`src/rtl/pwm_seq_ctrl.sv`:
```
// ---------------------------------------------------------------------------
// pwm_seq_ctrl
//
// Breathing-LED sequencer. A 10-slot PWM frame is built from a slot tick that
// fires every TICK_MAX+1 clocks. After a start request the duty level ramps
// 0 -> 10 in steps of STEP_FRAMES frames, holds at full brightness for
// HOLD_FRAMES frames, then ramps back down to 0. With loop set the sequence
// starts over from the bottom of the fade-out; otherwise the block goes idle.
// A stop request during ramp-up or hold jumps straight into the fade-out from
// the current level, so the LEDs never snap off.
//
// Ports
//   clk       single clock
//   rst       synchronous, active-high reset
//   start     one-cycle request to begin a sequence (only honoured in IDLE)
//   stop      one-cycle request for a graceful fade-out
//   loop      restart the sequence after fade-out when 1
//   led_mask  LEDs to drive, captured when a start is accepted
//   led       LED drive, active-low (0 = on)
//   duty      current (unmapped) duty level, 0..10
//   busy      1 whenever the sequencer is not idle
//
// Build option
//   PWM_GAMMA_EN  when defined, the level used for PWM compare is gamma-mapped
//                 (0,0,1,1,2,3,4,5,6,8,10); the duty port stays unmapped.
// ---------------------------------------------------------------------------
module pwm_seq_ctrl #(
   parameter int TICK_MAX    = 26999,
   parameter int STEP_FRAMES = 10,
   parameter int HOLD_FRAMES = 100
) (
   input  logic       clk,
   input  logic       rst,
   input  logic       start,
   input  logic       stop,
   input  logic       loop,
   input  logic [7:0] led_mask,
   output logic [7:0] led,
   output logic [3:0] duty,
   output logic       busy
);

   localparam int TICK_W    = (TICK_MAX > 0) ? $clog2(TICK_MAX + 1) : 1;
   localparam int FRAME_MAX = (STEP_FRAMES > HOLD_FRAMES) ? STEP_FRAMES : HOLD_FRAMES;
   localparam int FCNT_W    = (FRAME_MAX > 1) ? $clog2(FRAME_MAX) : 1;

   localparam logic [TICK_W-1:0] TICK_LAST = TICK_W'(TICK_MAX);
   localparam logic [FCNT_W-1:0] STEP_LAST = FCNT_W'(STEP_FRAMES - 1);
   localparam logic [FCNT_W-1:0] HOLD_LAST = FCNT_W'(HOLD_FRAMES - 1);
   localparam logic [3:0]        DUTY_FULL = 4'd10;
   localparam logic [3:0]        SLOT_LAST = 4'd9;

   typedef enum logic [1:0] {
      IDLE,
      RAMP_UP,
      HOLD,
      RAMP_DN
   } stateT;

   stateT             state;
   logic [TICK_W-1:0] tickCnt;
   logic [3:0]        slot;
   logic [FCNT_W-1:0] fcnt;
   logic [7:0]        mask;
   logic              tick;
   logic              frameEnd;
   logic              stepDone;
   logic [3:0]        dutyUp;
   logic [3:0]        dutyDn;
   logic [3:0]        effDuty;

   assign tick     = (tickCnt == TICK_LAST);
   assign frameEnd = tick && (slot == SLOT_LAST);
   assign stepDone = frameEnd && (fcnt == STEP_LAST);
   assign busy     = (state != IDLE);

   // Saturating neighbours of the current level; the FSM only ever loads one
   // of these, so duty can never wrap past 0 or 10.
   assign dutyUp = (duty >= DUTY_FULL) ? DUTY_FULL : duty + 4'd1;
   assign dutyDn = (duty == 4'd0) ? 4'd0 : duty - 4'd1;

`ifdef PWM_GAMMA_EN
   // Perceptual correction: low levels are compressed so the fade looks
   // linear to the eye. Anything above 10 cannot occur but maps to full.
   always_comb begin
      effDuty = 4'd0;
      case (duty)
         4'd0, 4'd1: effDuty = 4'd0;
         4'd2, 4'd3: effDuty = 4'd1;
         4'd4:       effDuty = 4'd2;
         4'd5:       effDuty = 4'd3;
         4'd6:       effDuty = 4'd4;
         4'd7:       effDuty = 4'd5;
         4'd8:       effDuty = 4'd6;
         4'd9:       effDuty = 4'd8;
         default:    effDuty = 4'd10;
      endcase
   end
`else
   assign effDuty = duty;
`endif

   // Slot timebase. The counters are held at zero while idle, which also
   // gives every accepted start a clean frame boundary. Once running they
   // free-run across phase changes so a stop or loop restart never produces
   // a shortened frame.
   always_ff @(posedge clk) begin
      if (rst) begin
         tickCnt <= '0;
         slot    <= 4'd0;
      end else if (state == IDLE) begin
         tickCnt <= '0;
         slot    <= 4'd0;
      end else if (tick) begin
         tickCnt <= '0;
         slot    <= (slot == SLOT_LAST) ? 4'd0 : slot + 4'd1;
      end else begin
         tickCnt <= tickCnt + 1'b1;
      end
   end

   // Sequencer. Level changes only happen on a frame boundary so a frame is
   // always drawn with a single duty value. Stop beats start in the same
   // cycle, and a stop while already fading (or idle) has nothing to do.
   // The loop input is only looked at when the fade-out reaches zero.
   always_ff @(posedge clk) begin
      if (rst) begin
         state <= IDLE;
         duty  <= 4'd0;
         fcnt  <= '0;
         mask  <= 8'h00;
      end else begin
         case (state)
            IDLE: begin
               if (start && !stop) begin
                  mask  <= led_mask;
                  duty  <= 4'd0;
                  fcnt  <= '0;
                  state <= RAMP_UP;
               end
            end
            RAMP_UP: begin
               if (stop) begin
                  fcnt  <= '0;
                  state <= RAMP_DN;
               end else if (stepDone) begin
                  fcnt <= '0;
                  duty <= dutyUp;
                  if (dutyUp == DUTY_FULL) begin
                     state <= HOLD;
                  end
               end else if (frameEnd) begin
                  fcnt <= fcnt + 1'b1;
               end
            end
            HOLD: begin
               if (stop) begin
                  fcnt  <= '0;
                  state <= RAMP_DN;
               end else if (frameEnd) begin
                  if (fcnt == HOLD_LAST) begin
                     fcnt  <= '0;
                     state <= RAMP_DN;
                  end else begin
                     fcnt <= fcnt + 1'b1;
                  end
               end
            end
            RAMP_DN: begin
               if (stepDone) begin
                  fcnt <= '0;
                  duty <= dutyDn;
                  if (dutyDn == 4'd0) begin
                     state <= loop ? RAMP_UP : IDLE;
                  end
               end else if (frameEnd) begin
                  fcnt <= fcnt + 1'b1;
               end
            end
            default: begin
               state <= IDLE;
            end
         endcase
      end
   end

   // LED drive, one clock behind slot/duty. A masked LED is lit for the
   // first effDuty slots of every frame; idle forces everything dark.
   always_ff @(posedge clk) begin
      if (rst) begin
         led <= 8'hFF;
      end else if (state == IDLE) begin
         led <= 8'hFF;
      end else begin
         led <= ~(mask & {8{slot < effDuty}});
      end
   end

endmodule
```
`config.mk`:
```
export PLATFORM = sky130hd
export DESIGN_NAME = pwm_seq_ctrl
export DESIGN_NICKNAME = d
export VERILOG_FILES = /design/src/rtl/pwm_seq_ctrl.sv
export SDC_FILE = /design/constraint.sdc
export NUM_CORES = 1
export LEC_CHECK = 0
export ABC_CLOCK_PERIOD_IN_PS = 4600
export BUFFER_PORTS_ARGS = -buffer_cell sky130_fd_sc_hd__buf_2
export CAP_MARGIN = 20
export CORE_ASPECT_RATIO = 0.6
export CORE_MARGIN = 5
export CORE_UTILIZATION = 58
export CTS_CLUSTER_DIAMETER = 50
export CTS_CLUSTER_SIZE = 40
export DETAILED_ROUTE_END_ITERATION = 12
export PLACE_DENSITY = 0.81
export SLEW_MARGIN = 15
export SYNTH_ARGS = -nofsm -noshare
export SYNTH_HDL_FRONTEND = slang
export SYNTH_SLANG_ARGS = --single-unit
```
`constraint.sdc`:
```
create_clock -name clk -period 4.6 [get_ports clk]
set_clock_uncertainty 0.15 [all_clocks]
set_input_delay 0.46 -clock clk [delete_from_list [all_inputs] [get_ports clk]]
set_output_delay 0.46 -clock clk [all_outputs]
set_load 0.05 [all_outputs]
```
### Yosys cells after proc, flatten, opt, wreduce, memory -nomap -nowiden

Cells that the tools add are included.
Widths: inputs -> output; s select.

| storage, ports and cells | value |
|---|---|
| output and inout bits | 13 |
| bits in registers | 48 |
| input bits | 13 |

| operators by class | value |
|---|---|
| magnitude comparators | 2 |
| reductions and logical operators | 15 |
| bitwise gates (word level) | 2 |
| eq/ne operators | 17 |
| add/sub/neg operators | 5 |
| muxes and demuxes | 27 |

Operators by type and width:

| operator | count |
|---|---|
| $mux 7 | 7 |
| $mux 4 | 7 |
| $pmux 7 s4 | 1 |
| $mux 2 | 9 |
| $add 15x1->15 const B | 1 |
| $eq 15x15->1 const B | 1 |
| $ne 3x3->1 const B | 4 |
| $pmux 4 s3 | 1 |
| $add 4x1->4 const B | 2 |
| $and 8x8->8 | 1 |
| $eq 4x4->1 const B | 2 |
| $logic_not 4->1 | 2 |
| $ne 2x2->1 const B | 4 |
| $not 8->8 | 1 |
| $pmux 2 s4 | 1 |
| $add 7x1->7 const B | 1 |
| $eq 7x4->1 const B | 1 |
| $eq 7x7->1 const B | 1 |
| $reduce_and 7->1 | 1 |
| $reduce_and 5->1 | 1 |
| $eq 2x2->1 const B | 2 |
| $ge 4x4->1 const B | 1 |
| $lt 4x4->1 | 1 |
| $reduce_and 2->1 | 2 |
| other kinds (11) | 13 |

### Depth between registers and ports, before layout

| depth | value |
|---|---|
| word-level depth | 7 |
| depth in mapped cells | 8 |
| depth with buffers taken out | 7 |

### Worst setup path before layout

OpenSTA, ideal clock, no wires.

| timing | value |
|---|---|
| path type | reg2reg |
| from | register duty[0] |
| to | register state[0] |
| setup slack | 2.245 ns |
| cell stages (with the launch flop) | 7 |
| period minus slack after synthesis | 2.355 ns |
| arrival | 2.084 ns |
| data required time | 4.329 ns |
| cell sequence | dfxtp_1 -> inv_1 -> ha_1 -> o31ai_1 -> and4_1 -> a2111oi_4 -> mux2_4 |

| on the way | value |
|---|---|
| word-level cells in the longest chain between the ends | 5 |

Ends and longest elaborated chain:

| what | RTL line | RTL |
|---|---|---|
| from (decl) | 39 | `output logic [3:0] duty,` |
| from (signal assigned) | 148 | `duty <= dutyUp;` |
| from (signal assigned) | 172 | `duty <= dutyDn;` |
| $add 4x1->4 (tied with other cells) | 79 | `assign dutyUp = (duty >= DUTY_FULL) ? DUTY_FULL : duty + 4'd1;` |
| $mux 4 (on tied branches) | 79, 80 |  |
| $eq 4x4->1 / $logic_not 4->1 (equally long branches) | 149, 173 |  |
| $ne 3x3->1 (no line) / $ne 2x2->1 (equally long branches) | n/a |  |
| $reduce_and 7->1 (no line) * | n/a |  |
| to (signal assigned) | 174 | `state <= loop ? RAMP_UP : IDLE;` |
| to (decl) | 60 | `stateT state;` |

Mark *: on every way between the ends. The rest lies on a longest branch, timed or not.
A chain may end at the register's enable or synchronous reset.

### Worst setup path in the final report

| timing | value |
|---|---|
| from | register tickCnt[0] |
| to | register state[0] |

| on the way | value |
|---|---|
| word-level cells in the longest chain between the ends | 5 |

Ends and longest elaborated chain:

| what | RTL line | RTL |
|---|---|---|
| from (decl) | 61 | `logic [TICK_W-1:0] tickCnt;` |
| from (signal assigned) | 118 | `tickCnt <= tickCnt + 1'b1;` |
| $eq 15x15->1 * | 72 | `assign tick = (tickCnt == TICK_LAST);` |
| $logic_and 1x1->1 * | 73 | `assign frameEnd = tick && (slot == SLOT_LAST);` |
| $logic_and 1x1->1 | 74 | `assign stepDone = frameEnd && (fcnt == STEP_LAST);` |
| $ne 3x3->1 (no line) / $ne 2x2->1 (equally long branches) | n/a |  |
| $reduce_and 7->1 (no line) * | n/a |  |

Marked as above.

==> reports/results.tsv <==
stage	metric	value	unit
cells_and_area	antenna_cells	0	
timing	finalHoldViolCount	0	
routing	remaining_drc_errors	0	
worst_setup_path	path_max_fanout	11	
worst_setup_path	cpPeakStageDelay	0.47	ns
timing	whs	0.231	ns
grt	overflow	0	
placed_design	gp_congestion	0.862	
clocking	cts.sinks	48	
floorplanning	core	4170	um2
worst_setup_path	startpoint_type	flop	
yosys	syn_inst	280	
clocking	clock_latency	0.31	ns
routing	dr.pass1.iters	4	
yosys	synthArstFlopShare	0	%
cells_and_area	fin_util	66.9	%
routing	routed_wl	5650	um
timing	tns	0	ns
timing	slew_violations	0	
worst_setup_path	cp_data_arrival_time	2.58	ns
yosys	syn-num-nets	306	
timing	maxSlewHeadroom	56.6	%
worst_setup_path	worstSetupEndpointType	flop	
pwr	leakagePower	1.11	nW
hold_path	hold_class	in2reg	
timing	min_period	2.52	ns
timing	setup_slack	2.08	ns
clocking	cts_root_buf	clkbuf_8	
cells_and_area	drive_gt1_share	15.5	%
grt	grtUsageTotal	21.2	%
grt	antenna_found_initial	0	
worst_setup_path	crit_chain	ha_1 -> and4_1 -> and4_1 -> a32oi_1 -> a2111oi_4 -> mux2_4	
clocking	cts_buffers	5	
yosys	synth-seq-area-share	37.9	%
clocking	ctsResizeCount	0	
placed_design	port_buffers	25	
clocking	clk_path_buf_depth	2	
floorplanning	die_x	95.4	um
routing	drt-vias-per-instance	5.79	
routing	num_vias	2107	
yosys	ys_seq_elements	48	
timing	rsz0062_at_grt	no	
timing	clock.fmax	397	MHz
floorplanning	die_y	61.2	um
grt	grt_max_degree	23	
yosys	ys.warnings.count	0	
routing	postRouteAntennaNets	0	
yosys	synth_area	2540	um2
cells_and_area	fin_nets	329	
routing	dr.first_iter.drc_count	165	
pwr	ir_drop	0.207	mV
routing	wl_per_cell	15.5	um
floorplanning	ios	26	
yosys	synth_ff_type	dfxtp_1	
worst_setup_path	slowest_stage	and4_1	
run_status	status	finished clean	
floorplanning	rows	18	
clocking	clkTransAtPathRegs	0.09	ns
clocking	hold_buffers	0	
yosys	synth_edf_count	0	
floorplanning	die-area	5840	um2
grt	grt_pass1_vias	1953	
worst_setup_path	criticalPathCategory	reg2reg	
worst_setup_path	cpMostUsedCell	and4_1	
timing	tightest_slew	0.650	ns
yosys	ys_types	58	
placed_design	place_ws	2.10	ns
clocking	post_cts_buffers	0	
worst_setup_path	critPathRequiredTime	4.66	ns
clocking	cts_tree	done	
placed_design	detailed_place_hpwl	4130	um
cells_and_area	syn_to_final_growth	9.86	%
timing	setup_viol_count_final	0	
pwr	p_per_area	403	nW/um2
yosys	synth_area_per_cell	9.07	um2
grt	grt_first_pass_wirelength	9440	um
clocking	cts_max_level	2	
floorplanning	start_util	60.9	%
run	drv_cap	0	
timing	min_period_over_period	54.8	%
placed cells by master, fill, tap and decap left out, types with 2 or more instances in the layout:
| cell type | synthesis | final |
|---|---|---|
| dfxtp_1 | 48 | 48 |
| nand4bb_1 | 2 | 2 |
| xor2_1 | 4 | 4 |
| and4_1 | 4 | 4 |
| a2111oi_4 | 2 | 2 |
| nor2_1 | 33 | 33 |
| ha_1 | 13 | 13 |
| or3_1 | 4 | 4 |
| mux2i_1 | 12 | 12 |
| inv_1 | 16 | 16 |
| xnor2_1 | 9 | 9 |
| a21oi_1 | 13 | 13 |
| a211oi_1 | 2 | 2 |
| nor2b_1 | 4 | 4 |
| nand4_1 | 4 | 4 |
| a22o_1 | 3 | 3 |
| nand3_1 | 11 | 11 |
| a31oi_1 | 5 | 5 |
| a221o_1 | 2 | 2 |
| a32oi_1 | 2 | 2 |
| o21ai_0 | 6 | 6 |
| nand2_1 | 18 | 18 |
| o31ai_1 | 3 | 3 |
| o221ai_1 | 4 | 4 |
| nand2b_1 | 7 | 7 |
| buf_2 | 1 | 25 |
| clkbuf_8 | 0 | 6 |
| nor3_1 | 3 | 3 |
| a21o_1 | 2 | 2 |
| and3_1 | 7 | 7 |
| o21ai_1 | 2 | 2 |
| and2_1 | 2 | 2 |
metrics by stage:
stage | cells | power, mW | area [um2]
after global routing | 364 | 1.19 | 2790
after CTS | 364 | 1.12 | 2790
after floorplan | 280 | 0.770 | 2540
after detailed placement | 356 | 0.849 | 2690
after global placement | 356 | 0.838 | 2690
final | 364 | 1.12 | 2790
worst paths after layout:
| kind | start | end | slack, ns | cells after the start |
|---|---|---|---|---|
| worst max register to register | tickCnt[0] | state[0] | 2.08 | 6 |
| worst min-delay path | led_mask[4] | mask[4] | 0.23 | 3 |
| worst max-delay path | tickCnt[0] | state[0] | 2.08 | 6 |
| worst min register to register | mask[5] | led[5] | 0.23 | 1 |
power breakdown:
| group | internal, mW | leakage [nW] | switching, mW | total [mW] |
|---|---|---|---|---|
| Combinational | 0.143 | 0.669 | 0.248 | 0.391 |
| Sequential | 0.438 | 0.388 | 0.0209 | 0.459 |
| Clock | 0.123 | 0.0516 | 0.152 | 0.275 |
registers in the layout, indices dropped and copies added, names as in the netlist:
name and count:
state 2, led 8, fcnt 7, duty 4, tickCnt 15, mask 8, slot 4
layer usage:
metal / global-route usage (%) / up-vias / wire, um
met2: 32.0 / 66 / 2440
li1: - / 1055 / -
met4: 6.88 / 0 / 55
met1: 30.1 / 981 / 2790
met5: 0 / - / 0
met3: 4.88 / 5 / 369
cell families (layout without fill, tap and decap cells):
family	after synthesis	in the layout	synth area share (%)
flops	48	48	37.9
buf+inv	25	49	4.19
fa+ha+maj	13	13	6.41
simple gates	110	110	23.7
xor+xnor	13	13	4.48
mux	14	14	5.77
compound gates	57	57	17.6
worst max-delay path, delay by kind of cell (launching register included):
| kind | cells | cell delay, ns |
|---|---|---|
| fa+ha+maj | 1 | 0.20 |
| compound gates | 2 | 0.62 |
| simple gates | 2 | 0.76 |
| mux | 1 | 0.33 |
| flops | 1 | 0.36 |
synthesized netlist by cell type, drive strengths merged (5+ instances only):
library cell / count / area (um2)
and3: 7 / 43.8
nand2b: 7 / 43.8
clkbuf: 6 / 22.5
nand3: 11 / 55.1
a31oi: 5 / 31.3
nand2: 18 / 67.6
o21ai: 8 / 40.0
mux2i: 12 / 120
nor2: 33 / 124
inv: 16 / 60.1
a21oi: 14 / 73.8
dfxtp: 48 / 961
xnor2: 9 / 78.8
ha: 13 / 163
layout make-up:
type,instances,area [um2]
fill,349,1380
sequential,48,961
clock buffer,6,82.6
multi-input combinational,207,1470
tap,60,75.1
timing repair buffer,25,125
inverter,16,60.1
clock inverter,2,13.8
Note: power is estimated with default switching activity, not from simulation.
